$ cat src/rtl/rr_stream_mux_if.sv
// rtl/rr_stream_mux_if.sv - stream mux bus: packed per-channel input streams and one registered output stream
interface rr_stream_mux_if #(
   parameter int N        = 1,
   parameter int CHANNELS = 8
);
   localparam int CW = $clog2(CHANNELS);

   logic [CHANNELS*N-1:0] in_data;
   logic [CHANNELS-1:0]   in_valid;
   logic [CHANNELS-1:0]   in_ready;
   logic [N-1:0]          out_data;
   logic                  out_valid;
   logic                  out_ready;
   logic [CW-1:0]         out_channel;

   modport master (
      output in_data, in_valid, out_ready,
      input  in_ready, out_data, out_valid, out_channel
   );

   modport slave (
      input  in_data, in_valid, out_ready,
      output in_ready, out_data, out_valid, out_channel
   );
endinterface

$ cat src/rtl/rr_stream_mux.sv
// rtl/rr_stream_mux.sv - CHANNELS-way round-robin stream mux with optional burst lock and registered output
module rr_stream_mux #(
   parameter int N        = 1,
   parameter int CHANNELS = 8,
   parameter int LOCK_LEN = 1,
   localparam int CW      = $clog2(CHANNELS)
) (
   input logic            clk,
   input logic            rst,
   rr_stream_mux_if.slave bus
);
   localparam int CNTW = $clog2(LOCK_LEN + 1);

   typedef enum logic {IDLE, LOCKED} state_t;

   state_t          state_q, state_d;
   logic [CW-1:0]   owner_q, owner_d;
   logic [CW-1:0]   last_q, last_d;
   logic [CNTW-1:0] count_q, count_d;
   logic [N-1:0]    data_q;
   logic            valid_q;
   logic [CW-1:0]   chan_q;

   logic [CW-1:0]       grant;
   logic                grant_found;
   logic [CW-1:0]       scan_base;
   logic [CW:0]         scan_idx;
   logic                load;
   logic                xfer;
   logic [CHANNELS-1:0] ready_c;

   assign load = !valid_q || bus.out_ready;
   assign xfer = grant_found && load;

   // A lapsed lock scans from its owner, so the released channel goes to the back of the queue.
   always_comb begin
      grant_found = 1'b0;
      grant       = '0;
      scan_base   = '0;
      scan_idx    = '0;
      if (state_q == LOCKED && bus.in_valid[owner_q]) begin
         grant_found = 1'b1;
         grant       = owner_q;
      end else begin
         scan_base = (state_q == LOCKED) ? owner_q : last_q;
         // Walk the scan order backwards so the nearest valid channel is the last one written.
         for (int k = CHANNELS; k >= 1; k--) begin
            scan_idx = {1'b0, scan_base} + (CW+1)'(k);
            if (scan_idx >= (CW+1)'(CHANNELS))
               scan_idx = scan_idx - (CW+1)'(CHANNELS);
            if (bus.in_valid[scan_idx[CW-1:0]]) begin
               grant_found = 1'b1;
               grant       = scan_idx[CW-1:0];
            end
         end
      end
   end

   always_comb begin
      ready_c = '0;
      if (xfer && !rst)
         ready_c[grant] = 1'b1;
   end

   assign bus.in_ready = ready_c;

   always_comb begin
      state_d = state_q;
      owner_d = owner_q;
      last_d  = last_q;
      count_d = count_q;
      unique case (state_q)
         IDLE: begin
            if (xfer) begin
               if (LOCK_LEN == 1) begin
                  last_d = grant;
               end else begin
                  state_d = LOCKED;
                  owner_d = grant;
                  count_d = CNTW'(1);
               end
            end
         end
         LOCKED: begin
            if (load) begin
               if (bus.in_valid[owner_q]) begin
                  if (int'(count_q) + 1 == LOCK_LEN) begin
                     state_d = IDLE;
                     last_d  = owner_q;
                     count_d = '0;
                  end else begin
                     count_d = count_q + CNTW'(1);
                  end
               end else begin
                  // Owner went idle: release, and any same-cycle pick starts a fresh grant.
                  state_d = IDLE;
                  last_d  = owner_q;
                  count_d = '0;
                  if (xfer) begin
                     if (LOCK_LEN == 1) begin
                        last_d = grant;
                     end else begin
                        state_d = LOCKED;
                        owner_d = grant;
                        count_d = CNTW'(1);
                     end
                  end
               end
            end
         end
      endcase
   end

   always_ff @(posedge clk or posedge rst) begin
      if (rst) begin
         state_q <= IDLE;
         owner_q <= '0;
         last_q  <= CW'(CHANNELS - 1);
         count_q <= '0;
      end else begin
         state_q <= state_d;
         owner_q <= owner_d;
         last_q  <= last_d;
         count_q <= count_d;
      end
   end

   always_ff @(posedge clk or posedge rst) begin
      if (rst) begin
         valid_q <= 1'b0;
         data_q  <= '0;
         chan_q  <= '0;
      end else if (load) begin
         valid_q <= xfer;
         if (xfer) begin
            data_q <= bus.in_data[int'(grant) * N +: N];
            chan_q <= grant;
         end
      end
   end

   assign bus.out_data    = data_q;
   assign bus.out_valid   = valid_q;
   assign bus.out_channel = chan_q;
endmodule

$ cat src/flat_wrapper.sv
// flat-port wrapper written by rule: the top's interface ports become plain ports
module rr_stream_mux_flat 
#(
   parameter int N        = 1,
   parameter int CHANNELS = 8,
   parameter int LOCK_LEN = 1,
   localparam int CW      = $clog2(CHANNELS)
)
  (clk, rst, bus_in_data, bus_in_valid, bus_out_ready, bus_in_ready, bus_out_data, bus_out_valid, bus_out_channel);
  rr_stream_mux_if #(.N(N), .CHANNELS(CHANNELS)) bus_i ();
  input logic clk;
  input logic rst;
  input wire logic [$bits(bus_i.in_data)-1:0] bus_in_data;
  input wire logic [$bits(bus_i.in_valid)-1:0] bus_in_valid;
  input wire logic [$bits(bus_i.out_ready)-1:0] bus_out_ready;
  output wire logic [$bits(bus_i.in_ready)-1:0] bus_in_ready;
  output wire logic [$bits(bus_i.out_data)-1:0] bus_out_data;
  output wire logic [$bits(bus_i.out_valid)-1:0] bus_out_valid;
  output wire logic [$bits(bus_i.out_channel)-1:0] bus_out_channel;
  assign bus_i.in_data = bus_in_data;
  assign bus_i.in_valid = bus_in_valid;
  assign bus_i.out_ready = bus_out_ready;
  assign bus_in_ready = bus_i.in_ready;
  assign bus_out_data = bus_i.out_data;
  assign bus_out_valid = bus_i.out_valid;
  assign bus_out_channel = bus_i.out_channel;
  rr_stream_mux #(.N(N), .CHANNELS(CHANNELS), .LOCK_LEN(LOCK_LEN)) u_core (.clk(clk), .rst(rst), .bus(bus_i));
endmodule
$ cat config.mk
export PLATFORM = sky130hd
export DESIGN_NAME = rr_stream_mux_flat
export DESIGN_NICKNAME = d
export VERILOG_FILES = /design/src/rtl/rr_stream_mux_if.sv /design/src/rtl/rr_stream_mux.sv /design/src/flat_wrapper.sv
export SDC_FILE = /design/constraint.sdc
export NUM_CORES = 1
export LEC_CHECK = 0
export CAP_MARGIN = 40
export CORE_ASPECT_RATIO = 1.75
export CORE_MARGIN = 2
export CORE_UTILIZATION = 40
export CTS_CLUSTER_SIZE = 14
export DETAILED_ROUTE_END_ITERATION = 10
export PLACE_DENSITY = 0.64
export SLEW_MARGIN = 10
export SYNTH_ARGS = -nofsm -noshare
export SYNTH_HDL_FRONTEND = slang
export SYNTH_SLANG_ARGS = --single-unit
$ cat constraint.sdc
create_clock -name clk -period 4.45 [get_ports clk]
set_clock_uncertainty 0.2 [all_clocks]
set_input_delay 0.445 -clock clk [delete_from_list [all_inputs] [get_ports clk]]
set_output_delay 0.445 -clock clk [all_outputs]
set_load 0.01 [all_outputs]
Yosys cells after proc, flatten, opt, wreduce, memory -nomap -nowiden
Index checks and enable logic that the tools add are counted.
{"block": "word_totals", "reg_bits": 10, "latchBits": 0, "ram_bits": 0, "rom_bits": 0, "in_bits": 19, "out_inout_bits": 13, "wordCells": 126, "mem_count": 0}
{"block": "classes", "addsub": 18, "mul": 0, "n_div": 0, "order_cmp": 18, "eq_ne": 4, "shift": 1, "mux": 68, "bitwise": 1, "n_reduce_logical": 10}
{"cell": "two-way mux 3 bit", "count": 31}
{"cell": "< comparator 3 x 4 -> 1 bit (second input constant)", "count": 9}
{"cell": "== test 32 x 2 -> 1 bit (second input constant)", "count": 1}
{"cell": ">= comparator 4 bit (second input constant)", "count": 8}
{"cell": "two-way mux 1 bit", "count": 25}
{"cell": "binary-select mux 1 bit (select 3 bit)", "count": 8}
{"cell": "subtractor 3 x 1 -> 3 bit (second input constant)", "count": 8}
{"cell": "adder 3 x 3 -> 4 bit (second input constant)", "count": 4}
{"cell": "adder 3 x 2 -> 4 bit (second input constant)", "count": 2}
{"cell": "two-way mux 8 bit", "count": 1}
{"cell": "indexed part select 8 x 4 -> 1 bit", "count": 1}
{"cell": "case mux 3 bit (2 select lines)", "count": 1}
{"cell": "adder 3 x 1 -> 4 bit (second input constant)", "count": 1}
{"cell": "adder 3 x 4 -> 4 bit (second input constant)", "count": 1}
{"cell": "logical AND 1 bit", "count": 4}
{"cell": "AND reduction 2 bit", "count": 2}
{"cell": "demux 1 bit (select 3 bit)", "count": 1}
{"cell": ">= comparator 3 x 1 -> 1 bit (second input constant)", "count": 1}
{"cell": "!= test 3 bit (second input constant)", "count": 1}
{"cell": "AND reduction 3 bit", "count": 1}
{"cell": "adder 1 x 1 -> 2 bit (second input constant)", "count": 1}
{"cell": "zero test 1 bit", "count": 2}
{"cell": "!= test 2 x 1 -> 1 bit (second input constant)", "count": 1}
{"cell": "!= test 2 bit (second input constant)", "count": 1}
{"cell": "4 further kinds", "count": 4}

Logic depth before layout (Yosys ltp)
Gate-level depths: netlist of the first run.
{"block": "logic_depth", "depth_word": 21, "mapped_depth": 15, "mapped_depth_nobuf": 12}

Worst setup path after synthesis of the first run
Ideal clock, no wire load.
{"block": "synth_path", "kind": "register -> output", "from": "register u_core.last_q[0]", "to": "output bus_in_ready[0]", "arrival_time_ps": 3562, "required_ps": 3805, "setup_slack_ps": 243, "stages_incl_launch_ff": 13, "n_path_buf": 3, "cell_sequence": "dfstp_2 nor2b_1 buf_4 inv_2 buf_2 ha_1 clkbuf_1 mux4_2 nand2b_1 a211oi_1 nor4_4 or4_1 nor3_1"}
{"block": "synth_via", "elab_chain_cells": 21, "elab_cells_between_ends": 83, "classes_between": "16 x add/sub; 10 x order compare; 54 x mux; 3 x reduce/logical"}
{"item": "from (decl)", "line": "rr_stream_mux.sv:18", "text": "logic [CW-1:0] last_q, last_d;"}
{"item": "from (signal assigned)", "line": "rr_stream_mux.sv:118", "text": "last_q <= CW'(CHANNELS - 1);"}
{"item": "from (signal assigned)", "line": "rr_stream_mux.sv:123", "text": "last_q <= last_d;"}
{"item": "two-way mux 3 bit (*)", "line": "rr_stream_mux.sv:45", "text": "scan_base = (state_q == LOCKED) ? owner_q : last_q;"}
{"item": "adder 3 x 4 -> 4 bit", "line": "rr_stream_mux.sv:48", "text": "scan_idx = {1'b0, scan_base} + (CW+1)'(k);"}
{"item": ">= comparator 4 bit or subtractor 3 x 1 -> 3 bit (tied branches)", "line": "rr_stream_mux.sv:49, rr_stream_mux.sv:50"}
{"item": "two-way mux 3 bit", "line": "rr_stream_mux.sv:49", "text": "if (scan_idx >= (CW+1)'(CHANNELS))"}
{"item": "two-way mux 3 bit", "line": "rr_stream_mux.sv:41", "text": "if (state_q == LOCKED && bus.in_valid[owner_q]) begin"}
{"item": "binary-select mux 1 bit (select 3 bit)", "line": "rr_stream_mux.sv:51", "text": "if (bus.in_valid[scan_idx[CW-1:0]]) begin"}
{"item": "two-way mux 1 bit (not written as such)", "line": "rr_stream_mux.sv:51"}
{"item": "two-way mux 3 bit (8 in series)", "line": "rr_stream_mux.sv:51"}
{"item": "two-way mux 3 bit", "line": "rr_stream_mux.sv:41"}
{"item": "< comparator 3 x 4 -> 1 bit (not written as such) or >= comparator 3 x 1 -> 1 bit (tied branches)", "line": "rr_stream_mux.sv:62", "text": "ready_c[grant] = 1'b1;"}
{"item": "logical AND 1 bit (not written as such)", "line": "rr_stream_mux.sv:62"}
{"item": "two-way mux 1 bit (not written as such)", "line": "rr_stream_mux.sv:62"}
{"item": "demux 1 bit (select 3 bit)"}
{"item": "two-way mux 8 bit (*)", "line": "rr_stream_mux.sv:61", "text": "if (xfer && !rst)"}
{"item": "to (decl)", "line": "flat_wrapper.sv:16", "text": "output wire logic [$bits(bus_i.in_ready)-1:0] bus_in_ready;"}
Mark *: on every way between the ends. The rest lies on a longest branch, timed or not. The select of a mux whose other input is x is not followed.

Worst setup path in the final report of the first run
{"block": "layout_path", "from": "register u_core.last_q[0]", "to": "output bus_in_ready[1]"}
Same word-level chain as after synthesis.

==> results of run 1 <==
timing repair:
item	CTS	global route
endpoints found under the setup margin	6	8
resized for setup	5	14
setup buffers	0	2
registers in the layout, indices dropped and copies added (netlist names):
register                cells
u_core.bus.out_channel      3
u_core.last_q               3
u_core.bus.out_data         1
u_core.state_q              1
u_core.bus.out_valid        1
worst min-delay path by stage:
stage                                   start                   endpoint  slack [ps]  depth (start not counted)
finish              u_core.bus.out_channel[1]  u_core.bus.out_channel[1]         310                          2
CTS                 u_core.bus.out_channel[1]  u_core.bus.out_channel[1]         310                          2
global route        u_core.bus.out_channel[1]  u_core.bus.out_channel[1]         340                          2
detailed placement  u_core.bus.out_channel[0]  u_core.bus.out_channel[0]         300                          2
global placement    u_core.bus.out_channel[1]  u_core.bus.out_channel[1]         290                          2
floorplan                                 rst  u_core.bus.out_channel[0]          80                          1
layer usage:
metal	up-vias	global-route usage
li1	829	-
met5	-	0
met2	72	0.493
met3	23	0.0267
met1	832	0.274
met4	0	0.154
cell type report:
class | instances | area share
Clock buffer | 4 | 0.0212
Inverter | 6 | 0.0106
Multi-Input combinational cell | 168 | 0.595
Sequential cell | 9 | 0.108
Tap cell | 46 | 0.0271
Timing Repair Buffer | 56 | 0.238
per-stage QoR:
stage | setup WS, ps | hold slack (ps) | utilization | cell area [sq um]
2_1_floorplan | 243 | 78.7 | - | 1480
3_3_place_gp | 169 | 290 | 0.552 | 1980
3_5_place_dp | 116 | 299 | 0.552 | 1980
4_1_cts | 12.3 | 314 | 0.574 | 2060
5_1_grt | 2.42 | 337 | 0.591 | 2120
6_report | 122 | 313 | 0.591 | 2120
cells in the final DEF (no fill, tap or decap), drive strengths merged, types with 5 or more instances in the layout:
cell type	netlist	routed
a211oi	5	5
a21oi	8	8
buf	6	25
clkdlybuf4s50	0	28
dfrtp	6	6
inv	6	6
mux2	6	6
mux2i	15	15
nand2	26	26
nand2b	5	5
nand3	5	5
nor2	19	19
nor3	8	8
o21ai	10	10
worst max-delay path, cell delays in order (launching register included):
cell             delay [ps]
dfstp_2                 520
nor2b_2                 160
inv_2                   110
buf_4                   180
mux2i_2                 200
mux4_2                  550
and4b_1                 210
and3_4                  190
nor4_4                  280
buf_4                   200
nand3_2                 130
nor3_2                  150
clkdlybuf4s50_1         560
logic make-up after synthesis:
logic type	after synthesis	share of synthesized area
simple gates	84	0.294
compound gates	54	0.263
mux	25	0.212
buf+inv	14	0.0438
flops	9	0.154
xor+xnor	4	0.0236
fa+ha+maj	1	0.00843
==> results.sh, run 1 <==
export IMPL_min_path_type="flop to flop"
export IMPL_synth_nets=211
export IMPL_rows=29
export IMPL_fill_cells=344
export IMPL_period_needed_ps=4330
export IMPL_antenna_left=0
export IMPL_pin_count=32
export IMPL_yosysMostFrequentCell="nand2_1"
export IMPL_synth_area_leader_cell="dfrtp_1"
export IMPL_syn_to_final_growth_pct=43.1
export IMPL_start_util=0.413
export IMPL_period_share=0.973
export IMPL_path_max_fanout=6
export IMPL_insertion_delay_ps=230
export IMPL_synth_area_leaders="dfrtp_1 10%, mux2i_1 8.8%, nand2_1 6.6%"
export IMPL_synth_top_area_frac=0.101
export IMPL_grt_usage=0.265
export IMPL_firstDrtPassIters=4
export IMPL_viasPerCell=6.08
export IMPL_synth_cells=191
export IMPL_drc=0
export IMPL_critPathLaunchType="flop"
export IMPL_synth_edff_count=0
export IMPL_grt_max_degree=14
export IMPL_die_height_um=84.6
export IMPL_crit_type="flop to output pin"
export IMPL_multi_input_area_sq_um=1260
export IMPL_tns_ps=0
export IMPL_tritoncts="yes"
export IMPL_num_nets_final=264
export IMPL_crit_start="u_core.last_q[0]"
export IMPL_status="finished, final reports clean"
export IMPL_h_tree_depth=1
export IMPL_wl_per_cell_um=18.7
export IMPL_synth_async_sr_flop_share=1.00
export IMPL_rr_endpoint="u_core.bus.out_data"
export IMPL_synth_area_sq_um=1480
export IMPL_cts_inserted_buffers=3
export IMPL_wl_met2_mm=3.00
export IMPL_ys_seq_area_frac=0.154
export IMPL_grt_antenna_before_repair=0
export IMPL_first_iter_violations=82
export IMPL_grt_overflow=0
export IMPL_reg2reg_from="u_core.last_q[0]"
export IMPL_root_buffer="clkbuf_8"
export IMPL_finalHoldViolCount=0
export IMPL_dp_cells=283
export IMPL_core_sq_um=3590
export IMPL_synth_seq_cells=9
export IMPL_tightest_slew_ps=547
export IMPL_die_w_um=50.0
export IMPL_yosys_warnings=0
export IMPL_cp_arrival_ps=3680
export IMPL_crit_required_ps=3810
export IMPL_slew_violations=0
export IMPL_drive_above_1_share=0.255
export IMPL_crit_end="bus_in_ready[1]"
export IMPL_dp_hpwl_mm=4.27
export IMPL_r2r_cells=12
export IMPL_netlist_top_cells_count="26 x nand2_1, 19 x nor2_1, 13 x mux2i_1"
export IMPL_cts_buffer_depth=2
export IMPL_grt_pass1_wl_mm=8.77
export IMPL_rrSetupSlack_ps=740
export IMPL_dr_total_vias=1756
export IMPL_rsz0062_at_grt="false"
export IMPL_dieArea_sq_um=4230
export IMPL_first_global_vias=1819
export IMPL_fmax_ghz=0.231
export IMPL_wl_mm=5.40
export IMPL_report_final_setup_viol=0
export IMPL_ys_flop_type="dfrtp_1"
export IMPL_end_kind="output pin"
export IMPL_numPortBuffers=31
export IMPL_routabilityCongestion=1.05
export IMPL_routedLengthMet1_mm=1.91
export IMPL_relSlewSlack=0.625
export IMPL_clkSlewWorstSetupHoldPaths_ps=50
export IMPL_syn_avg_cell_area_sq_um=7.77
export IMPL_top_layer="met4"
export IMPL_regArea_sq_um=230
export IMPL_cts_hold_buf=0
export IMPL_n_antenna_cell=0
export IMPL_synth_distinct_cells=56
export IMPL_stdcell_count=289
export IMPL_cts_sinks=9
export IMPL_cap_violations=0
export IMPL_wl_met3_um=213
Power of run 1 is left out: the tool's default activity adds up to more than one toggle a clock period on the data nets, which glitch-free logic cannot reach.
==> run 2: changes to the inputs <==
SLEW_MARGIN = 40   (was 10)
==> results of run 2 <==
No change in the layout: final DEF, timing and power equal those of run 1.
Power of run 2 is left out for the same reason.
==> run 3: changes to the inputs <==
PLACE_DENSITY = 0.65   (was 0.64)
==> run 3 against run 2 <==
Count of clock-buffer cells in the layout is the same. Fmax grew 0.10%. Cell count shrank 2.8%. Critical path type unchanged. Via count decreased by 1.4%. Final area is 2.4% lower. Worst setup slack better by 4.4 ps. Non-clock buffer count down 8.
==> results.sh, run 3 (synthesized netlist as in run 1, its figures left out) <==
export IMPL_tns_ps=0
export IMPL_grt_antenna_before_repair=0
export IMPL_relSlewSlack=0.669
export IMPL_regArea_sq_um=229
export IMPL_crit_required_ps=3810
export IMPL_start_util=0.413
export IMPL_critPathLaunchType="flop"
export IMPL_slowest_stage="clkdlybuf4s50_1"
export IMPL_n_antenna_cell=0
export IMPL_core_sq_um=3590
export IMPL_fin_util=0.577
export IMPL_antenna_left=0
export IMPL_num_nets_final=256
export IMPL_wl_mm=5.36
export IMPL_period_share=0.972
export IMPL_h_tree_depth=1
export IMPL_period_needed_ps=4320
export IMPL_grt_overflow=0
export IMPL_slew_violations=0
export IMPL_die_w_um=50.0
export IMPL_drive_above_1_share=0.234
export IMPL_multi_input_area_sq_um=1260
export IMPL_wl_per_cell_um=19.1
export IMPL_root_buffer="clkbuf_8"
export IMPL_grtUsageMet3=0.0249
export IMPL_status="finished, final reports clean"
export IMPL_rsz0062_at_grt="false"
export IMPL_end_kind="output pin"
export IMPL_grt_busiest_layer="met2"
export IMPL_die_height_um=84.6
export IMPL_numPortBuffers=31
export IMPL_syn_to_final_growth_pct=39.7
export IMPL_gr_usage_met2=0.498
export IMPL_dp_hpwl_mm=4.32
export IMPL_crit_type="flop to output pin"
export IMPL_report_final_setup_viol=0
export IMPL_fmax_ghz=0.231
export IMPL_first_iter_violations=42
export IMPL_viasPerCell=6.16
export IMPL_drc=0
export IMPL_cts_inserted_buffers=3
export IMPL_cts_sinks=9
export IMPL_tightest_slew_ps=495
export IMPL_grt_pass1_wl_mm=8.75
export IMPL_rows=29
export IMPL_mostFrequentLayoutCells="28 x clkdlybuf4s50_1, 26 x nand2_1, 18 x nor2_1, 16 x buf_4, 10 x mux2i_1"
export IMPL_clkSlewWorstSetupHoldPaths_ps=40
export IMPL_min_path_type="flop to flop"
export IMPL_dieArea_sq_um=4230
export IMPL_gr_usage_met1=0.261
export IMPL_cap_violations=0
export IMPL_dr_total_vias=1732
export IMPL_finalHoldViolCount=0
export IMPL_first_global_vias=1821
export IMPL_cp_arrival_ps=3680
export IMPL_fill_cells=332
export IMPL_pin_count=32
export IMPL_critPathMaxStageDelay_ps=540
export IMPL_worstPathCellList="nor2b_2 > inv_2 > buf_12 > mux2i_2 > mux4_2 > nand2b_1 > a211oi_1 > buf_4 > nor4_4 > or4_4 > nor2_1 > clkdlybuf4s50_1"
export IMPL_grt_usage=0.268
export IMPL_tritoncts="yes"
export IMPL_cts_buffer_depth=2
export IMPL_routabilityCongestion=1.03
export IMPL_firstDrtPassIters=4
export IMPL_insertion_delay_ps=230
export IMPL_cts_hold_buf=0
export IMPL_grt_max_degree=14
export IMPL_path_max_fanout=13
export IMPL_final_common_cell="clkdlybuf4s50_1"
## run 3: final timing paths
path,to,cells after the start,slack (ps),startpoint
max in group asynchronous,u_core.last_q[2],2,3390,rst
worst max register to register,u_core.bus.out_data,11,900,u_core.last_q[1]
worst min register to register,u_core.bus.out_channel[1],2,320,u_core.bus.out_channel[1]
worst max-delay path,bus_in_ready[2],12,130,u_core.last_q[0]
min in group asynchronous,u_core.bus.out_channel[0],2,350,rst
worst min-delay path,u_core.bus.out_channel[1],2,320,u_core.bus.out_channel[1]
## run 3: area by class of cell
| class | instances | share of cell area |
|---|---|---|
| repair buffers | 48 | 0.219 |
| inverters | 6 | 0.0109 |
| clock buffers | 4 | 0.0217 |
| well taps | 46 | 0.0278 |
| flip-flops and latches | 9 | 0.110 |
| multi-input cells | 168 | 0.610 |
## run 3: per-layer routing
| metal | wire [um] | vias to the layer above |
|---|---|---|
| met4 | 402 | 0 |
| met5 | 0 | - |
| met3 | 212 | 28 |
| met1 | 1820 | 830 |
| met2 | 2920 | 58 |
| li1 | - | 816 |
## run 3: critical path, delay by kind of cell, from the launching register on
family	cells	cell delay, ps
AOI/OAI and AO/OA	1	270
DFF	1	520
muxes	2	740
buffers and inverters	4	940
and+or+nand+nor	5	960
## run 3: per-stage QoR
step	instance area, sq um	hold WS, ps	setup WS, ps	std cells
after global routing	2070	365	6.71	281
final	2070	317	126	281
after detailed placement	1950	319	86.8	277
after floorplan	1480	78.7	243	191
after CTS	2040	329	27.1	281
after global placement	1950	287	117	277
## run 3: repair_timing
action | 4_1_cts | 5_1_grt
pin swaps | 1 | 0
resized for setup | 9 | 11
setup endpoints to repair | 7 | 7
buffers inserted | 0 | 0
Power of run 3 is left out for the same reason.
